==> config.mk <==
export PLATFORM = sky130hd
export DESIGN_NAME = ps2_kbd_tx
export DESIGN_NICKNAME = d
export VERILOG_FILES = /design/src/rtl/ps2_kbd_tx.sv
export SDC_FILE = /design/constraint.sdc
export NUM_CORES = 1
export LEC_CHECK = 0
export CORE_MARGIN = 2
export CORE_UTILIZATION = 54
export DETAILED_ROUTE_END_ITERATION = 10
export GPL_ROUTABILITY_DRIVEN = 0
export HOLD_SLACK_MARGIN = 0.1
export PLACE_DENSITY = 0.75
export REMOVE_ABC_BUFFERS = 1
export SYNTH_ARGS = -nofsm -noshare
export SYNTH_HDL_FRONTEND = slang
export SYNTH_SLANG_ARGS = --single-unit
==> constraint.sdc <==
create_clock -name clk -period 2.75 [get_ports clk]
set_input_delay 0.4125 -clock clk [delete_from_list [all_inputs] [get_ports clk]]
set_output_delay 0.4125 -clock clk [all_outputs]
set_load 0.02 [all_outputs]
==> src/rtl/ps2_kbd_tx.sv <==
// PS/2 keyboard-side transmitter: sends key events as device-to-host frames.
// Each event is sent as [E0 if extended][F0 if break] code. Every byte is an
// 11-bit frame, followed by an idle gap with both lines high.
// Optional feature macro: PS2_TX_EXT_EN enables the E0 prefix for in_ext=1.
// When the macro is not defined, in_ext is ignored.
module ps2_kbd_tx #(
  parameter int CLK_HALF = 2000,
  parameter int GAP_CYC  = 1000
) (
  input  logic       clk,
  input  logic       rst,
  input  logic       in_valid,
  output logic       in_ready,
  input  logic [7:0] in_code,
  input  logic       in_break,
  input  logic       in_ext,
  output logic       ps2_clk,
  output logic       ps2_data,
  output logic       busy,
  output logic [7:0] event_count
);

  localparam int HW = (CLK_HALF > 1) ? $clog2(CLK_HALF) : 1;
  localparam int GW = (GAP_CYC > 1) ? $clog2(GAP_CYC) : 1;
  localparam logic [HW-1:0] HMAX = HW'(CLK_HALF - 1);
  localparam logic [GW-1:0] GMAX = GW'(GAP_CYC - 1);

  typedef enum logic [1:0] {IDLE, SHIFT, GAP} state_t;

  state_t        state, state_n;
  logic [HW-1:0] hcnt, hcnt_n;
  logic [GW-1:0] gcnt, gcnt_n;
  logic [3:0]    bcnt, bcnt_n;
  logic          phase_lo, phase_lo_n;
  logic [10:0]   frame, frame_n;
  logic [15:0]   pend, pend_n;
  logic [1:0]    npend, npend_n;
  logic          clk_n, data_n;
  logic [7:0]    evcnt_n;
  logic          accept;
  logic [7:0]    first_b;
  logic [15:0]   rest_b;
  logic [1:0]    rest_n;

  // Frame bits LSB first: start 0, data LSB..MSB, odd parity, stop 1.
  function automatic logic [10:0] mk_frame(input logic [7:0] b);
    return {1'b1, ~^b, b, 1'b0};
  endfunction

  assign in_ready = (state == IDLE) & ~rst;
  assign busy     = (state != IDLE);
  assign accept   = in_valid & in_ready;

`ifndef PS2_TX_EXT_EN
  logic unused_ext;
  assign unused_ext = in_ext;
`endif

  // Split the event into the first byte plus the queue of bytes that follow it.
  always_comb begin
    first_b = in_code;
    rest_b  = '0;
    rest_n  = '0;
`ifdef PS2_TX_EXT_EN
    if (in_ext && in_break) begin
      first_b = 8'hE0;
      rest_b  = {in_code, 8'hF0};
      rest_n  = 2'd2;
    end else if (in_ext) begin
      first_b = 8'hE0;
      rest_b  = {8'h00, in_code};
      rest_n  = 2'd1;
    end else if (in_break) begin
      first_b = 8'hF0;
      rest_b  = {8'h00, in_code};
      rest_n  = 2'd1;
    end
`else
    if (in_break) begin
      first_b = 8'hF0;
      rest_b  = {8'h00, in_code};
      rest_n  = 2'd1;
    end
`endif
  end

  // Next-state logic: bit timing, frame shifting, gap timing and event count.
  // The line outputs are computed here one cycle ahead so they can be registered.
  always_comb begin
    state_n    = state;
    hcnt_n     = hcnt;
    gcnt_n     = gcnt;
    bcnt_n     = bcnt;
    phase_lo_n = phase_lo;
    frame_n    = frame;
    pend_n     = pend;
    npend_n    = npend;
    clk_n      = ps2_clk;
    data_n     = ps2_data;
    evcnt_n    = event_count;
    case (state)
      IDLE: begin
        if (accept) begin
          state_n    = SHIFT;
          frame_n    = mk_frame(first_b);
          data_n     = 1'b0;
          clk_n      = 1'b1;
          hcnt_n     = '0;
          bcnt_n     = '0;
          phase_lo_n = 1'b0;
          pend_n     = rest_b;
          npend_n    = rest_n;
        end
      end
      SHIFT: begin
        hcnt_n = hcnt + 1'b1;
        if (hcnt == HMAX) begin
          hcnt_n = '0;
          if (!phase_lo) begin
            phase_lo_n = 1'b1;
            clk_n      = 1'b0;
          end else begin
            phase_lo_n = 1'b0;
            clk_n      = 1'b1;
            if (bcnt == 4'd10) begin
              state_n = GAP;
              gcnt_n  = '0;
              data_n  = 1'b1;
            end else begin
              bcnt_n  = bcnt + 4'd1;
              frame_n = {1'b1, frame[10:1]};
              data_n  = frame[1];
            end
          end
        end
      end
      GAP: begin
        gcnt_n = gcnt + 1'b1;
        if (gcnt == GMAX) begin
          if (npend != 2'd0) begin
            state_n    = SHIFT;
            frame_n    = mk_frame(pend[7:0]);
            data_n     = 1'b0;
            pend_n     = {8'h00, pend[15:8]};
            npend_n    = npend - 2'd1;
            hcnt_n     = '0;
            bcnt_n     = '0;
            phase_lo_n = 1'b0;
          end else begin
            state_n = IDLE;
            evcnt_n = event_count + 8'd1;
          end
        end
      end
      default: state_n = IDLE;
    endcase
  end

  // State and output registers; reset abandons any event in flight.
  always_ff @(posedge clk) begin
    if (rst) begin
      state       <= IDLE;
      hcnt        <= '0;
      gcnt        <= '0;
      bcnt        <= '0;
      phase_lo    <= 1'b0;
      frame       <= '1;
      pend        <= '0;
      npend       <= '0;
      ps2_clk     <= 1'b1;
      ps2_data    <= 1'b1;
      event_count <= '0;
    end else begin
      state       <= state_n;
      hcnt        <= hcnt_n;
      gcnt        <= gcnt_n;
      bcnt        <= bcnt_n;
      phase_lo    <= phase_lo_n;
      frame       <= frame_n;
      pend        <= pend_n;
      npend       <= npend_n;
      ps2_clk     <= clk_n;
      ps2_data    <= data_n;
      event_count <= evcnt_n;
    end
  end

endmodule

==> results.toml, run 1 <==
[status]
outcome = "finished clean"

[worst_setup_path]
critPathArrivalTime_ns = 2.71
cp_max_fo = 14
path_class = "flip-flop to flip-flop"
reg2reg_depth = 8
worstSetupStartpointType = "flip-flop"
max_stage_delay_ns = 0.50
crit_slowest_cell = "or4b_4"
endpoint_kind = "flip-flop"
crit_required_ns = 3.03
rrSetupSlack_ns = 0.33
reg2reg_to = "frame[5]"
crit_path_cell_trace = "inv_1, ha_1, or4b_4, o31ai_4, nand2_2, buf_4, a2111oi_0, a211o_1"
r2r_start = "npend[0]"

[cts]
post_cts_buffers = 0
hold_buffers = 0
clk_pin_slew_ns = 0.06
cts_tree = "built"
root_buffer = "clkbuf_8"
cts_buffer_depth = 2
clock_latency_ns = 0.34
h-tree-depth = 3
clock_sink_count = 57
cts_resized = 0
cts_buffers = 9

[logic_synthesis]
ys_types = 52
syn_avg_cell_area_um2 = 8.336
ys_seq_area_share_pct = 37.00
postSynth.asyncResetShare_pct = 0
yosysWarnings = 0
ys_ff_latch = 57
synth_area_um2 = 3084
ys.flop_type = "dfxtp_1"
synth_edf_count = 0
synthCells = 370

[final_layout]
drive_above_1_share_pct = 8.500
final_core_util_pct = 65.05
nets = 420
seqCellArea_um2 = 1141
multi_input_area_um2 = 1809
fillers = 474
antenna_cells = 0
areaGrowthSynthToFinish_pct = 16.15

[drt]
drc = 0
met3_length_um = 223
num_vias = 2754
wl_per_cell_um = 14.03
wl_met2_mm = 3.065
routed_wl_mm = 6.622
drt-initial-drc-count = 146
highest_layer = "met4"
detail-route-antenna-nets = 0
met1_length_mm = 3.193
routed_via_density = 5.835
dr.pass1.iters = 4

[timing]
tightest_slew_ns = 0.5874
fin_hold_ws_ns = 0.4710
setup_viol = 0
fin_tns_setup_ns = 0
rsz0062_at_grt = "no"
final.period_utilization_pct = 88.13
maxSlewViolCount = 0
period_needed_ns = 2.424
skew_ns = 0.007536
hold_violations = 0
relSlewSlack_pct = 59.72
max_freq_ghz = 0.4126
timing.final.ws_setup_ns = 0.3265

[floorplan]
core_um2 = 5507
die_height_um = 79.58
ioPinCount = 25
die_area_um2 = 6332
rows = 27
die_w_um = 79.58
start_util_pct = 56.01

[run]
max-cap-violations = 0

[hold_path]
hold_start = "hcnt[1]"
hold_end = "hcnt[1]"
hold_path.class = "flip-flop to flip-flop"
hold_path_depth = 2

[power_and_ir_drop]
power_density_nw_per_um2 = 577.7
p_clk_share_pct = 35.2
p_switching_mw = 0.5981
swShare_pct = 28.90
cell_internal_pwr_mw = 1.471
p_total_mw = 2.069
p_seq_share_pct = 43.9
irDropWorstVdd_uv = 374.1
leakagePower_nw = 1.215
combPwrFrac_pct = 20.9

[grt]
grt_pass1_vias = 2626
grt_max_degree = 37
antenna_found_initial = 0
overflow = 0
grt_pass1_wl_mm = 11.76
gr-usage-all-layers_pct = 23.59

[place]
hpwlAfterDp_mm = 4.632
port_buffers = 23
place_worst_setup_slack_ns = 0.3459
-- final cells by class --
class / instances / share of cell area [%]
multi-input cells: 280 / 50.51
clock buffers: 11 / 3.667
flip-flops and latches: 57 / 31.85
clock inverters: 4 / 1.257
well taps: 72 / 2.515
inverters: 14 / 1.467
repair buffers: 34 / 8.732
-- synthesized netlist by cell type (6+ instances only) --
library cell   n  area share [%]
nand2_1       19             2.3
ha_1          11             4.5
nand3_1       20             3.2
xnor2_1       15             4.3
xor2_1         7             2.0
o31ai_1        6             1.5
dfxtp_1       57              37
nor2_1        28             3.4
mux2i_1        6             1.9
or3_1         12             2.4
a22oi_1        8             1.9
nand2b_1      12             2.4
o211ai_1       8             1.9
a21oi_1       32             5.2
inv_1         14             1.7
nand4_1        6             1.2
o21ai_0       32             5.2
clkbuf_1      15             1.8
-- power groups by stage --
stage | logic, mW | registers (mW) | clock network [mW]
2_1_floorplan | 0.291 | 0.917 | 0
3_3_place_gp | 0.421 | 0.923 | 0
3_5_place_dp | 0.429 | 0.924 | 0
4_1_cts | 0.433 | 0.907 | 0.745
5_1_grt | 0.479 | 0.913 | 0.776
6_report | 0.433 | 0.908 | 0.729
-- flip-flops by register name, indices dropped and copies added (netlist names), 2 cells and up --
register,flops
state,2
pend,8
bcnt,4
hcnt,11
gcnt,10
npend,2
event_count,8
frame,9
-- routing by layer --
layer,up-vias,global-route usage [%]
met5,-,0
met4,0,11.21
met3,12,5.090
met2,49,38.49
met1,1292,29.55
li1,1401,-
-- cell usage in the layout (no fill, tap or decap), types with 2 or more instances in the layout --
cell type        count
mux2i_1              6
inv_1               14
or3_1               12
dfxtp_1             57
nand4_1              6
o211ai_1             8
nor4_2               2
a22o_1               4
or3b_1               2
buf_4               11
nor3_1               5
nor2_1              28
clkbuf_8             9
a31oi_1              5
clkdlybuf4s50_1     23
and2_1               5
ha_1                11
o21ai_0             32
clkbuf_1             2
nand2b_1            12
nor2b_1              2
nand3_1             20
xor2_1               7
or4_1                5
o31ai_1              6
or2_2                2
clkinv_2             3
a21oi_1             32
nand4b_1             4
nand2_1             19
a22oi_1              8
a21boi_0             2
xnor2_1             15
-- worst max-delay path by stage --
stage / startpoint / end / depth (start not counted)
2_1_floorplan: npend[0] / bcnt[3] / 7
3_3_place_gp: npend[0] / frame[5] / 8
3_5_place_dp: npend[0] / frame[5] / 8
4_1_cts: npend[0] / frame[5] / 8
5_1_grt: hcnt[0] / frame[5] / 6
6_report: npend[0] / frame[5] / 8
-- cells by family (layout without fill, tap and decap cells) --
| group | count (synthesis) | after routing | share of synthesized area [%] |
|---|---|---|---|
| muxes | 7 | 7 | 2.312 |
| adders and majority gates | 11 | 11 | 4.462 |
| and+or+nand+nor | 131 | 131 | 23.45 |
| AOI/OAI and AO/OA | 109 | 109 | 22.19 |
| xor gates and xnor gates | 22 | 22 | 6.248 |
| buffers and inverters | 33 | 63 | 4.340 |
| DFF | 57 | 57 | 37.00 |
-- worst max-delay path, delay by kind of cell (launching register included) --
kind / cells / cell delay (ns)
buffers and inverters: 2 / 0.29
adders and majority gates: 1 / 0.22
DFF: 1 / 0.31
AOI/OAI and AO/OA: 3 / 0.80
and+or+nand+nor: 2 / 0.74
-- stage by stage --
stage	instances	cell area, um^2
4_1_cts	472	3582
5_1_grt	472	3582
3_3_place_gp	457	3406
6_report	472	3582
2_1_floorplan	351	3003
3_5_place_dp	457	3406
(Power assumes the default switching activity.)
==> run 2: changes to the inputs <==
--- a/config.mk
+++ b/config.mk
@@ -12,6 +12,8 @@
 export HOLD_SLACK_MARGIN = 0.1
 export PLACE_DENSITY = 0.75
 export REMOVE_ABC_BUFFERS = 1
+export SLEW_MARGIN = 20
 export SYNTH_ARGS = -nofsm -noshare
 export SYNTH_HDL_FRONTEND = slang
 export SYNTH_SLANG_ARGS = --single-unit
+export TNS_END_PERCENT = 5
==> results of run 2 <==
Final layout, timing and power as in run 1 (identical DEF).
